==> config.mk <==
export PLATFORM = sky130hd
export DESIGN_NAME = dcache_drain
export DESIGN_NICKNAME = d
export VERILOG_FILES = /design/src/rtl/dcache_drain.sv
export SDC_FILE = /design/constraint.sdc
export NUM_CORES = 1
export LEC_CHECK = 0
export CELL_PAD_IN_SITES_DETAIL_PLACEMENT = 1
export CELL_PAD_IN_SITES_GLOBAL_PLACEMENT = 2
export CORE_MARGIN = 2
export CORE_UTILIZATION = 25
export DETAILED_ROUTE_END_ITERATION = 10
export PLACE_DENSITY_LB_ADDON = 0.1
export SLEW_MARGIN = 20
export SYNTH_ARGS = -nofsm -noshare
export SYNTH_HDL_FRONTEND = slang
export SYNTH_SLANG_ARGS = --single-unit
==> constraint.sdc <==
create_clock -name clk -period 1.6 [get_ports clk]
set_clock_uncertainty 0.15 [all_clocks]
set_input_delay 0.32 -clock clk [delete_from_list [all_inputs] [get_ports clk]]
set_output_delay 0.32 -clock clk [all_outputs]
set_load 0.01 [all_outputs]
==> src/rtl/dcache_drain.sv <==
// Drains the dcache request queue one entry at a time into a req/ack memory port,
// aligning byte lanes on writes, extracting lanes on reads and returning a one-cycle completion.
module dcache_drain #(
  parameter int DATABITS    = 32,
  parameter int ADDRBITS    = 32,
  parameter int TIMEOUTBITS = 8
) (
  input  logic                clk,
  input  logic                reset_n,
  input  logic [DATABITS-1:0] queue_out_data,
  input  logic [ADDRBITS-1:0] queue_out_addr,
  input  logic                queue_out_rdreq,
  input  logic                queue_out_wrreq,
  input  logic [1:0]          queue_out_wordlen,
  input  logic                queue_not_empty,
  output logic                queue_pop,
  output logic [ADDRBITS-1:0] mem_addr,
  output logic [DATABITS-1:0] mem_wdata,
  output logic [3:0]          mem_byteenable,
  output logic                mem_rdreq,
  output logic                mem_wrreq,
  input  logic                mem_ack,
  input  logic [DATABITS-1:0] mem_rdata,
  output logic                resp_valid,
  output logic [DATABITS-1:0] resp_data,
  output logic                resp_err,
  output logic                busy
);
  typedef enum logic [1:0] {IDLE, ISSUE, RESP} state_t;

  // Last count value before the wait is abandoned (2**TIMEOUTBITS-1 cycles of request).
  localparam logic [TIMEOUTBITS-1:0] TO_LAST = TIMEOUTBITS'((2 ** TIMEOUTBITS) - 2);

  state_t                 r_state;
  logic                   r_live;
  logic [1:0]             r_off;
  logic [1:0]             r_wl;
  logic                   r_rd;
  logic [TIMEOUTBITS-1:0] r_cnt;
  logic [ADDRBITS-1:0]    r_mem_addr;
  logic [DATABITS-1:0]    r_mem_wdata;
  logic [3:0]             r_mem_be;
  logic                   r_mem_rdreq;
  logic                   r_mem_wrreq;
  logic                   r_resp_valid;
  logic [DATABITS-1:0]    r_resp_data;
  logic                   r_resp_err;

  logic                   w_pop;
  logic                   w_err;
  logic [3:0]             w_be;
  logic [DATABITS-1:0]    w_wdata;
  logic [DATABITS-1:0]    w_rsh;
  logic [DATABITS-1:0]    w_rext;

  // r_live keeps pop low while reset is held, even with a non-empty queue.
  assign w_pop = r_live && (r_state == IDLE) && queue_not_empty;

  always_comb begin
    w_err = (queue_out_rdreq && queue_out_wrreq) || (queue_out_wordlen == 2'd3) ||
            (queue_out_wordlen == 2'd1 && queue_out_addr[0]) ||
            (queue_out_wordlen == 2'd2 && queue_out_addr[1:0] != 2'd0);
    case (queue_out_wordlen)
      2'd0:    begin
        w_be    = 4'b0001 << queue_out_addr[1:0];
        w_wdata = {4{queue_out_data[7:0]}};
      end
      2'd1:    begin
        w_be    = 4'b0011 << queue_out_addr[1:0];
        w_wdata = {2{queue_out_data[15:0]}};
      end
      default: begin
        w_be    = 4'b1111;
        w_wdata = queue_out_data;
      end
    endcase
  end

  always_comb begin
    w_rsh = mem_rdata >> {r_off, 3'b000};
    case (r_wl)
      2'd0:    w_rext = {24'd0, w_rsh[7:0]};
      2'd1:    w_rext = {16'd0, w_rsh[15:0]};
      default: w_rext = w_rsh;
    endcase
  end

  always_ff @(posedge clk or negedge reset_n) begin
    if (!reset_n) begin
      r_state      <= IDLE;
      r_live       <= 1'b0;
      r_off        <= '0;
      r_wl         <= '0;
      r_rd         <= 1'b0;
      r_cnt        <= '0;
      r_mem_addr   <= '0;
      r_mem_wdata  <= '0;
      r_mem_be     <= '0;
      r_mem_rdreq  <= 1'b0;
      r_mem_wrreq  <= 1'b0;
      r_resp_valid <= 1'b0;
      r_resp_data  <= '0;
      r_resp_err   <= 1'b0;
    end else begin
      r_live <= 1'b1;
      case (r_state)
        IDLE: if (w_pop) begin
          r_off <= queue_out_addr[1:0];
          r_wl  <= queue_out_wordlen;
          r_rd  <= queue_out_rdreq;
          if (w_err) begin
            r_resp_valid <= 1'b1;
            r_resp_err   <= 1'b1;
            r_resp_data  <= '0;
            r_state      <= RESP;
          end else if (queue_out_rdreq || queue_out_wrreq) begin
            r_mem_addr  <= {queue_out_addr[ADDRBITS-1:2], 2'b00};
            r_mem_wdata <= w_wdata;
            r_mem_be    <= w_be;
            r_mem_rdreq <= queue_out_rdreq;
            r_mem_wrreq <= queue_out_wrreq;
            r_state     <= ISSUE;
          end
        end
        ISSUE: begin
          // Ack is checked first so it wins over a same-cycle timeout.
          if (mem_ack) begin
            r_mem_rdreq  <= 1'b0;
            r_mem_wrreq  <= 1'b0;
            r_resp_valid <= 1'b1;
            r_resp_err   <= 1'b0;
            r_resp_data  <= r_rd ? w_rext : '0;
            r_state      <= RESP;
          end else if (r_cnt == TO_LAST) begin
            r_mem_rdreq  <= 1'b0;
            r_mem_wrreq  <= 1'b0;
            r_resp_valid <= 1'b1;
            r_resp_err   <= 1'b1;
            r_resp_data  <= '0;
            r_cnt        <= r_cnt + 1'b1;
            r_state      <= RESP;
          end else begin
            r_cnt <= r_cnt + 1'b1;
          end
        end
        RESP: begin
          r_resp_valid <= 1'b0;
          r_resp_err   <= 1'b0;
          r_resp_data  <= '0;
          r_cnt        <= '0;
          r_state      <= IDLE;
        end
        default: r_state <= IDLE;
      endcase
    end
  end

  assign queue_pop      = w_pop;
  assign mem_addr       = r_mem_addr;
  assign mem_wdata      = r_mem_wdata;
  assign mem_byteenable = r_mem_be;
  assign mem_rdreq      = r_mem_rdreq;
  assign mem_wrreq      = r_mem_wrreq;
  assign resp_valid     = r_resp_valid;
  assign resp_data      = r_resp_data;
  assign resp_err       = r_resp_err;
  assign busy           = (r_state != IDLE);
endmodule

After elaboration in Yosys (flattened, before gate mapping)

Cells that the tools add are included.

Output and inout bits: 106
Word-level logic and storage cells: 90
Bits of input ports: 104
Register bits after elaboration: 118

Muxes and demuxes: 34
Shifts and indexed selects: 3
$add $sub $neg: 1
Bitwise logic cells: 1
Reduce and logical (&&, ||, !) cells: 23
Eq/ne operators: 14

Operator list:

| operator                                                               | number |
|---|---|
| 32-bit 2-to-1 mux                                                      | 5 |
| 32-bit case mux with 2 select lines                                    | 2 |
| 32-bit case mux with 3 select lines                                    | 1 |
| 32-bit by 5-bit >> shifter with 32-bit output                          | 1 |
| 8-bit case mux with 2 select lines                                     | 1 |
| 1-bit 2-to-1 mux                                                       | 13 |
| 2-bit 2-to-1 mux                                                       | 5 |
| 8-bit by 1-bit adder with 8-bit output (second input constant)         | 1 |
| 8-bit equality test (second input constant)                            | 1 |
| 8-bit 2-to-1 mux                                                       | 1 |
| 2-bit inequality test (second input constant)                          | 4 |
| 4-bit case mux with 2 select lines                                     | 1 |
| 4-bit AND reduction                                                    | 2 |
| 2-bit nonzero test                                                     | 4 |
| 2-bit by 1-bit equality test with 1-bit output (second input constant) | 3 |
| 2-bit equality test (second input constant)                            | 3 |
| 2-bit zero test                                                        | 3 |
| 1-bit case mux with 3 select lines                                     | 2 |
| 1-bit logical AND                                                      | 5 |
| 5-bit AND reduction                                                    | 1 |
| 1-bit logical OR                                                       | 4 |
| 1-bit case mux with 2 select lines                                     | 2 |
| 2-bit case mux with 2 select lines                                     | 1 |
| 2-bit AND reduction                                                    | 2 |
| other kinds (8)                                                        | 8 |

Logic depth before layout (Yosys ltp)

Depth in word-level cells: 7
Mapped depth: 7
Depth with buffers taken out: 6

Least setup slack after synthesis

No wires, ideal clock.

Path type: register to register
Start: register r_state[1]
End: register r_cnt[7]
Setup time: 0.127 ns
Stages on the path, launching flop included: 7
Arrival: 1.512 ns
Path buffers: 2
Period minus slack after synthesis: 1.789 ns
Data required time: 1.323 ns
Slack: -0.189 ns
Cells stage by stage: dfrtp_1 buf_2 or3b_1 buf_2 or2_4 o211ai_2 o31ai_2

Longest elaborated chain between the ends: 3
Elaborated cells between the ends (all ways): 6
Those cells by class: eq/ne (3); mux (1); reduce/logical (2)

Ends and longest elaborated chain:

| what                                                                                  | line | text |
|---|---|---|
| start: declaration                                                                    | 34   | `state_t r_state;` |
| start signal: assignment                                                              | 90   | `r_state <= IDLE;` |
| start signal: assignment                                                              | 115  | `r_state <= RESP;` |
| start signal: assignment                                                              | 122  | `r_state <= ISSUE;` |
| 2-bit by 1-bit equality test with 1-bit output or 2-bit equality test (tied branches) | 106  | `case (r_state)` |
| 2-bit inequality test (no source line) or 2-bit nonzero test (tied branches)          | -    |  |
| 2-bit AND reduction (no source line)                                                  | -    |  |
| end signal: assignment                                                                | 140  | `r_cnt <= r_cnt + 1'b1;` |
| end signal: assignment                                                                | 143  | `r_cnt <= r_cnt + 1'b1;` |
| end: declaration                                                                      | 39   | `logic [TIMEOUTBITS-1:0] r_cnt;` |

Parallel ways exist; a longest one is shown, timed or not.
A chain may end at the register's enable or synchronous reset.

Final worst setup path

Start: register r_state[1]
End: output queue_pop

Longest elaborated chain between the ends: 3

Ends and longest elaborated chain:

| what                            | line | text |
|---|---|---|
| 2-bit zero test                 | 57   | `assign w_pop = r_live && (r_state == IDLE) && queue_not_empty;` |
| 1-bit logical AND (2 in series) | 57   |  |
| end: declaration                | 16   | `output logic queue_pop,` |

Every way passes these cells.

==> metrics <==
run status finished with violations; failing checks negative setup slack; fin area 9150 µm²; Net Sw Frac 34.0%; crit path kind flip-flop to output port; share of cells above drive strength 1 26.2%; antenna viol nets, final 0; Starting Density 25.2%; Num CTS Buffers 17; syn avg cell area 11.9 µm²; global-route wire length before repair 27.9 mm; period utilisation layout 113%; Core Footprint 21600 µm²; largest net degree at the start of global routing 78; crit path capture type output port; synthesis-to-finish area growth 68.0%; f_max 555 MHz; endpoints failing hold 0; Max Slew Vio Count 0; Cell Int Power 9.53 mW; Final Power 14.5 mW; mean routed wirelength per cell 17.6 µm; grt ovf 0; Reg2Reg Depth 5; Simple-Gate Fraction of Synth Area 8.36%; gpl congestion 0.784; DR vias 4556; Pleak 4.32 nW; post-DR vias/cell 4.40; adder-cell share of the synthesized area 0.459%; Synth Register Bits 118; dpl cell area 8310 µm²; clk root buf clkbuf_16; crit path time final 1.80 ns; R2R Setup Slk -0.20 ns; Routed WL 18.2 mm; largest family of logic cells by synthesized area multiplexers; # DRC 0; Die Y-Extent 152 µm; Max Cap Viol 0; worst reg2reg endpoint mem_addr[13]; Worst EP required 1.13 ns; IO buf count 207; Final setup viols 102; RSZ-0062 raised after global routing yes; Worst EP arrival 1.33 ns; worst-path fanout max 5; post-synthesis mux area share 18.6%; filler instances 2348; Final Non-Filler Cells 1035; R2R Path Start r_state[1]; Cells after Synth 458; initial antenna violation count 0; CP Launch Type flip-flop; slack of the critical path -0.202 ns; number of diodes 0; final net count 848; clock share of power 23.1%; Die X 152 µm; worst setup path start r_state[1]; Reg clk slew, reported paths 0.06 ns; die area 23000 µm²; Power Density 1580 nW/µm²; Max VDD drop 0.611 mV; CTS H-tree lvls 4; combinational cell fraction of total power 44.3%; synth unique cells 44; vias in the first global route 5047; DR iter-0 viols 94; Ports 210; Net Switching 4.92 mW; Total GRT Usage 16.0%; Synth warnings 0; Seq/Total Area, Yosys 54.2%; # clock sinks 118; Skew-Pair Late Insertion Delay 0.42 ns; CTS tree done; hold crit path type input pin to async pin; drt pass-1 iters 4; Seq pwr share 32.6%; mapped cell area 5450 µm²; Core Rows 54; post-detail-place hpwl 13.5 mm; dpl cells 984; post-synthesis xor/xnor area fraction 0.322%; CTS max path bufs 2; Synth Area in Compound Gates 14.1%
## power by group through the flow
stage | clock network, mW | registers, mW | logic, mW
after floorplan | 0 | 5.14 | 2.27
after global placement | 0 | 4.72 | 6.06
after detailed placement | 0 | 4.78 | 6.16
after CTS | 3.49 | 4.72 | 6.25
after global routing | 3.65 | 4.87 | 6.93
final | 3.34 | 4.71 | 6.40
## per-stage QoR
stage / hold WS [ns] / TNS, ns / setup WS [ns] / utilization (%)
2_1_floorplan: -0.126 / -4.76 / -0.153 / -
3_3_place_gp: 0.179 / -65.01 / -0.654 / 38.4
3_5_place_dp: 0.178 / -67.98 / -0.686 / 38.4
4_1_cts: 0.279 / -14.49 / -0.227 / 41.5
5_1_grt: 0.295 / -21.71 / -0.267 / 42.3
6_report: 0.277 / -13.14 / -0.202 / 42.3
## kinds of logic after synthesis
family          after synthesis
other cells                   2
simple gates                 93
xor+xnor                      2
fa+ha+maj                     2
buf+inv                      38
flops                       118
mux                          91
compound gates              112
## how the worst max path moves through the flow
stage	to
6_report	queue_pop
5_1_grt	queue_pop
4_1_cts	queue_pop
3_5_place_dp	mem_addr[7]
3_3_place_gp	mem_addr[31]
2_1_floorplan	r_cnt[7]
## sequential cells by signal, summed over array words and instances (netlist names)
signal / flops
mem_wdata: 32
resp_data: 32
mem_addr: 30
r_cnt: 8
mem_byteenable: 4
r_off: 2
r_state: 2
r_wl: 2
mem_rdreq: 1
mem_wrreq: 1
r_live: 1
r_rd: 1
resp_err: 1
resp_valid: 1
## Yosys cell counts, drive strengths merged
| cell | count | area, µm² |
|---|---|---|
| buf | 24 | 154 |
| o21a | 3 | 22.5 |
| nand4 | 3 | 18.8 |
| nor2 | 18 | 86.3 |
| conb | 2 | 7.51 |
| or3b | 2 | 17.5 |
| o2bb2ai | 17 | 149 |
| and4bb | 1 | 12.5 |
| or2 | 2 | 15.0 |
| nand3b | 1 | 7.51 |
| a22o | 18 | 158 |
| ha | 2 | 25.0 |
| nand2b | 1 | 6.26 |
| dfrtp | 118 | 2950 |
| nor2b | 2 | 12.5 |
| nor3 | 1 | 16.3 |
| o21ai | 50 | 250 |
| xor2 | 2 | 17.5 |
| mux2i | 40 | 400 |
| o31ai | 3 | 32.5 |
| inv | 5 | 18.8 |
| a21oi | 14 | 73.8 |
| mux2 | 51 | 612 |
| o211ai | 6 | 73.8 |
| a222oi | 1 | 10.0 |
| nand2 | 52 | 195 |
| nor3b | 1 | 12.5 |
| nand3 | 8 | 40.0 |
| clkbuf | 9 | 33.8 |
| nand4b | 1 | 15.0 |
## layout make-up
type / count / area, µm² / area share, %
clock buffers: 21 / 450 / 4.92
clock inverters: 11 / 60.1 / 0.656
inverters: 5 / 18.8 / 0.205
multi-input cells: 303 / 2480 / 27.2
flip-flops and latches: 118 / 2950 / 32.3
well taps: 280 / 350 / 3.83
repair buffers: 297 / 2830 / 30.9
## cell usage in the layout, fill, tap and decap left out, types with 3 or more instances in the layout
master | Yosys | final
a21oi_1 | 13 | 13
a22o_1 | 18 | 18
buf_12 | 0 | 6
buf_16 | 0 | 3
buf_4 | 4 | 73
buf_6 | 4 | 10
clkbuf_1 | 9 | 3
clkbuf_16 | 0 | 17
clkdlybuf4s15_1 | 0 | 38
clkdlybuf4s50_1 | 0 | 101
clkinv_2 | 0 | 9
conb_1 | 2 | 3
dfrtp_1 | 118 | 117
dlygate4sd2_1 | 0 | 64
inv_1 | 4 | 3
mux2_1 | 22 | 18
mux2_2 | 19 | 19
mux2_4 | 10 | 14
mux2i_1 | 40 | 40
nand2_1 | 52 | 52
nand3_1 | 8 | 6
nand4_1 | 3 | 3
nor2_1 | 16 | 15
o211ai_2 | 3 | 3
o21a_1 | 3 | 3
o21ai_0 | 41 | 26
o21ai_1 | 9 | 22
o2bb2ai_2 | 0 | 14
## critical path, cell delays in order, from the launching register on
cell and delay, ns:
dfrtp_2 0.43, and4bb_2 0.33, buf_4 0.16
## per-layer routing
metal	share of wire [%]	global-route usage (%)	vias up
li1	-	-	2204
met1	45	20.6	2231
met2	50	27.3	107
met3	4.1	3.62	14
met4	1.1	4.44	0
met5	0	0	-
## repair_timing
action,4_1_cts,5_1_grt
buffers inserted,7,9
pin swaps,23,17
gates cloned,3,0
hold buffers,1,0
gates resized for setup,157,57
setup endpoints to repair,209,150
hold endpoints to repair,118,0
(Power assumes the default switching activity.)
